--- src/rtl/ras.sv ---
// Return address stack: circular array of return targets with a TOS pointer
// and a saturating occupancy count. The backend can restore pointer and
// count from a checkpoint; entry contents are never rolled back.
module ras #(
    parameter int RAS_ENTRIES      = 8,
    parameter int RAS_INDEX_WIDTH  = $clog2(RAS_ENTRIES),
    parameter int RAS_TARGET_WIDTH = 31
) (
    input  logic                        CLK,
    input  logic                        RST,
    input  logic                        link_valid,
    input  logic [RAS_TARGET_WIDTH-1:0] link_pc,
    input  logic                        ret_valid,
    output logic [RAS_TARGET_WIDTH-1:0] ras_ret_pc,
    output logic                        ras_ret_valid,
    output logic [RAS_INDEX_WIDTH-1:0]  ras_index,
    output logic [RAS_INDEX_WIDTH:0]    ras_count,
    input  logic                        update_valid,
    input  logic [RAS_INDEX_WIDTH-1:0]  update_ras_index,
    input  logic [RAS_INDEX_WIDTH:0]    update_ras_count
);

    localparam logic [RAS_INDEX_WIDTH:0] FULL = (RAS_INDEX_WIDTH+1)'(RAS_ENTRIES);

    logic [RAS_TARGET_WIDTH-1:0] entry [RAS_ENTRIES];
    logic [RAS_INDEX_WIDTH-1:0]  index;
    logic [RAS_INDEX_WIDTH:0]    count;
    logic [RAS_INDEX_WIDTH-1:0]  index_inc;
    logic [RAS_INDEX_WIDTH-1:0]  index_dec;

    // Pointer neighbours; the power-of-2 depth makes the wrap implicit.
    assign index_inc = index + RAS_INDEX_WIDTH'(1);
    assign index_dec = index - RAS_INDEX_WIDTH'(1);

    // Outputs come straight from registered state.
    assign ras_ret_pc    = entry[index];
    assign ras_ret_valid = (count != '0);
    assign ras_index     = index;
    assign ras_count     = count;

    // Stack state update: restore > replace > push > pop > hold.
    always_ff @(posedge CLK) begin
        if (RST) begin
            for (int i = 0; i < RAS_ENTRIES; i++) begin
                entry[i] <= '0;
            end
            index <= '0;
            count <= '0;
        end else if (update_valid) begin
            index <= update_ras_index;
            count <= update_ras_count;
        end else if (link_valid && ret_valid) begin
            // A call and a return in the same cycle swap the top target.
            entry[index] <= link_pc;
            if (count == '0) begin
                count <= (RAS_INDEX_WIDTH+1)'(1);
            end
        end else if (link_valid) begin
            // When full, the push lands on the oldest entry and count stays.
            entry[index_inc] <= link_pc;
            index            <= index_inc;
            if (count != FULL) begin
                count <= count + (RAS_INDEX_WIDTH+1)'(1);
            end
        end else if (ret_valid) begin
            // Underflow still moves the pointer so a later restore lines up.
            index <= index_dec;
            if (count != '0) begin
                count <= count - (RAS_INDEX_WIDTH+1)'(1);
            end
        end
    end

endmodule

--- config.mk ---
export PLATFORM = sky130hd
export DESIGN_NAME = ras
export DESIGN_NICKNAME = d
export VERILOG_FILES = /design/src/rtl/ras.sv
export SDC_FILE = /design/constraint.sdc
export NUM_CORES = 1
export LEC_CHECK = 0
export ABC_AREA = 0
export ABC_CLOCK_PERIOD_IN_PS = 2850
export CAP_MARGIN = 5
export CORE_ASPECT_RATIO = 1.2
export CORE_MARGIN = 2
export CORE_UTILIZATION = 55
export CTS_CLUSTER_DIAMETER = 50
export CTS_CLUSTER_SIZE = 28
export DETAILED_ROUTE_END_ITERATION = 10
export PLACE_DENSITY = 0.74
export SLEW_MARGIN = 40
export SYNTH_ARGS = -nofsm -noshare
export SYNTH_HDL_FRONTEND = slang
export SYNTH_SLANG_ARGS = --single-unit
--- constraint.sdc ---
create_clock -name CLK -period 2.85 [get_ports CLK]
set_input_delay 0.57 -clock CLK [delete_from_list [all_inputs] [get_ports CLK]]
set_output_delay 0.57 -clock CLK [all_outputs]
set_load 0.01 [all_outputs]
* Word-level counts from Yosys, hierarchy flattened
Memory sizes are Yosys's and may differ from the RTL's. A register that Yosys moved wholly into a read port is not among the register bits.
Index checks and enable logic that the tools add are counted.
** Word-level totals
- Output and inout port bits :: 39
- Bits in writable memories :: 248
- Bits of input ports :: 43
- Memories :: 1
- Register bits :: 7
** Memories
- entry :: depth 8, bits a word 31, rd ports 1, clocked after Yosys merged registers in 1, wr ports 8, line 25 : logic [RAS_TARGET_WIDTH-1:0] entry [RAS_ENTRIES];
** Operators by class
- Equality and inequality tests :: 4
- Add/sub/neg operators :: 4
- Mux-type cells :: 30
- Reductions and logical operators :: 10
** Operators with widths (number)
- 2-to-1 mux 31 bit :: 2
- OR reduction 31 bit :: 2
- 2-to-1 mux 4 bit :: 7
- 2-to-1 mux 3 bit :: 8
- 2-to-1 mux 1 bit :: 13
- nonzero test 4 bit :: 3
- adder 4 x 1 -> 4 bit, second input constant :: 1
- zero test 4 bit :: 1
- != test 4 x 1 -> 1 bit, second input constant :: 1
- != test 4 bit, second input constant :: 1
- AND reduction 4 bit :: 1
- subtractor 4 x 1 -> 4 bit, second input constant :: 1
- adder 3 x 1 -> 3 bit, second input constant :: 1
- != test 3 x 2 -> 1 bit, second input constant :: 1
- nonzero test 3 bit :: 1
- subtractor 3 x 1 -> 3 bit, second input constant :: 1
- != test 2 bit, second input constant :: 1
- AND reduction 2 bit :: 1
- logical AND 1 bit :: 1

* Depth between registers and ports, before layout
- Depth after elaboration :: 8
- Mapped depth :: 7

* Worst setup path after synthesis
OpenSTA, ideal clock, no wires.
- Path type :: input -> register
- From :: in update_valid
- To :: mem entry[5][0], enable pin
- Setup slack :: 316 ps
- Stages :: 5
- Setup time :: 374 ps
- Arrival time :: 2160 ps
- Data required time :: 2476 ps
- Cell sequence :: clkbuf_8 nor3_2 mux2_2 nor3_4 or2_2
** RTL lines
- from (decl) :: line 18 : input logic update_valid,
- to (decl) :: line 25

==> reports/metrics.cfg <==
[status]
status=complete, no violations

[clocking]
clock-root-buffer=clkbuf_16
clockBufferDepth=3
cts_hold_buf=0
cts_sinks=258
insertion_delay_ps=520
path_clk_slew_ps=80
cts_tree=built
cts_buffers=21
cts_max_level=1

[finish]
syn_to_final_growth_pct=19.2
layout.cells.non_filler=1137
drive_above_1_share=0.317
n_fill_cell=1453
final_util=0.662
final_nets=896
antennaDiodeCount=0

[power_and_ir_drop]
power_switching_share=0.242
power_switching_w=0.00208
p_total_w=0.00860
power_leakage_nw=5.34
p_int_w=0.00652
power_density_mw_per_mm2=603
power_frac_seq=0.509
clkPwrFrac=0.365
vdd_drop_max_mv=0.509
p_comb_frac=0.126

[timing]
worst_slack_ps=38.6
fin_skew_ps=10.2
worstMarginPinSlew_ps=410
hold_ws_ps=573
slew_viol_final=0
rsz0062_at_grt=true
period_share=0.986
hold_violations=0
fmax_ghz=0.356
setup_viol=0
post-route-min-period_ps=2810
max_slew_margin=0.727

[grt]
antenna_found_initial=0
grt_pass1_vias=7049
grt_max_degree=63
grt_pass1_wl_mm=40.8
grt_usage=0.230
grt_overflow=0

[synth]
synth_fp_nets=778
synth-main-ff-cell=edfxtp_1
synth-edff-count=248
yosys.area.top_type=edfxtp_1
avgSynthCellArea_um2=16.4
synth_common_cells=edfxtp_1 (248), and2_1 (220), mux4_2 (62), mux2_2 (33), and2_2 (28)
synthCells=730
async_reset_ff_frac=0
ys_ff_latch=258
yosys_warnings=0
yosysSeqAreaShare=0.639
synth_area_leaders=edfxtp_1 (62%), mux4_2 (12%), and2_1 (11%), mux2_2 (3.1%), and2_2 (1.8%)
synth_cell_types=47
synth_area_mm2=0.0120
yosysMostFrequentCell=edfxtp_1
synth_top_area_share=0.622

[die]
initial_core_util=0.555
rows=59
fp.dieH_um=166
chipWidth_um=139
io_pins=82
coreArea_mm2=0.0216
die_area_mm2=0.0230

[run]
max-cap-violations=0

[drt]
drc=0
antenna_left=0
wirelength_mm=25.9
viasPerCell=5.79
drtPass1Iterations=5
drt_iter0_markers=573
wl_per_cell_um=22.7
vias=6579

[critical_path]
rr_worst_depth=6
arrival_ps=2240
cp-start-kind=flop
cpMaxStageDelayCell=mux4_2
cp_slowest_stage_delay_ps=480
required_ps=2280
reg2reg_to=entry[1][8]
rr_startpoint=ras_index[1]
worstSetupPathType=flop to output pin
cp_max_fo=6
regToRegSetupSlack_ps=690
path_cells=buf_12, buf_8, buf_12, buf_6, mux4_2, mux2_4, buf_6
crit_path_end_kind=output pin

[worst_hold_path]
whs_endpoint=ras_count[3]
min_path_type=flop to flop
whs_path_depth=2
hold_start=ras_count[3]

[place]
io_buffer_count=81
dpl.cell_count=1079
gp_congestion=0.828
hpwl_mm=15.4
pre_cts_slack_ps=9.98

[layer usage]
layer	up-vias	global-route usage	part of all wire	wire length, um
met2	213	0.421	0.55	14100
met5	-	0	0	0
met4	0	0.0575	0.020	516
li1	2942	-	-	-
met3	42	0.0263	0.045	1170
met1	3382	0.296	0.39	10100
[power groups by stage]
stage | Clock (W) | Sequential, W | Combinational [W]
after floorplan | 0 | 0.00444 | 0.000569
after global routing | 0.00332 | 0.00439 | 0.00116
after detailed placement | 0 | 0.00447 | 0.00105
after global placement | 0 | 0.00446 | 0.00104
after CTS | 0.00318 | 0.00438 | 0.00110
final | 0.00314 | 0.00438 | 0.00108
[registers in the layout, summed over array words and instances (netlist names), named ones only]
name and flops:
entry 248, ras_count 4, ras_index 3
[worst max-delay path, delay by kind of cell, from the launching register on]
family | cells | cell delay (ps)
buf+inv | 5 | 580
flops | 1 | 380
mux | 2 | 760
[worst max-delay path by stage]
| stage | from | end |
|---|---|---|
| finish | flop | ras_ret_pc[26] |
| floorplan | update_valid | entry[5][0] |
| global route | flop | ras_ret_pc[26] |
| detailed placement | update_valid | entry[1][16] |
| global placement | ret_valid | entry[1][8] |
| CTS | flop | ras_ret_pc[23] |
[final cells by class]
class	instances	area (um2)	area share
clock buffers	22	529	0.0371
clock inverters	16	230	0.0161
inverters	6	22.5	0.00158
multi-input cells	421	4020	0.282
flip-flops and latches	258	7650	0.536
well taps	274	343	0.0240
repair buffers	140	1470	0.103
[through the flow]
step	TNS (ps)	instance area (um2)
2_1_floorplan	0	12000
6_report	0	14300
5_1_grt	-31.4	14300
4_1_cts	-533	14300
3_5_place_dp	0	13300
3_3_place_gp	0	13300
[cell families (layout without fill, tap and decap cells)]
kind of cell / count (synthesis) / in the layout / synth area share
flops: 258 / 258 / 0.639
compound gates: 14 / 14 / 0.00805
fa+ha+maj: 5 / 5 / 0.00585
simple gates: 297 / 297 / 0.163
xor+xnor: 6 / 6 / 0.00658
mux: 99 / 99 / 0.151
buf+inv: 51 / 184 / 0.0265
[repair_timing]
item / CTS / global route
cloned: 4 / 0
gates resized for setup: 108 / 25
endpoints found under the setup margin: 31 / 19
buffers inserted: 12 / 6
[cells in the final DEF (no fill, tap or decap), types with 3 or more instances in the layout]
cell type	instances
edfxtp_1	248
and2_1	220
mux4_2	62
clkdlybuf4s50_1	50
mux2_2	30
buf_4	29
and2_2	28
clkbuf_16	21
buf_12	21
buf_2	17
nor2_1	10
or2_2	8
dfxtp_1	8
clkbuf_2	8
buf_6	8
inv_1	6
nand2_1	6
a21oi_1	6
nor3_4	5
clkinv_8	5
xnor2_1	4
nor3_2	4
ha_1	4
inv_8	4
mux2_4	3
nor3_1	3
mux2i_1	3
Note: power is estimated with default switching activity, not from simulation.
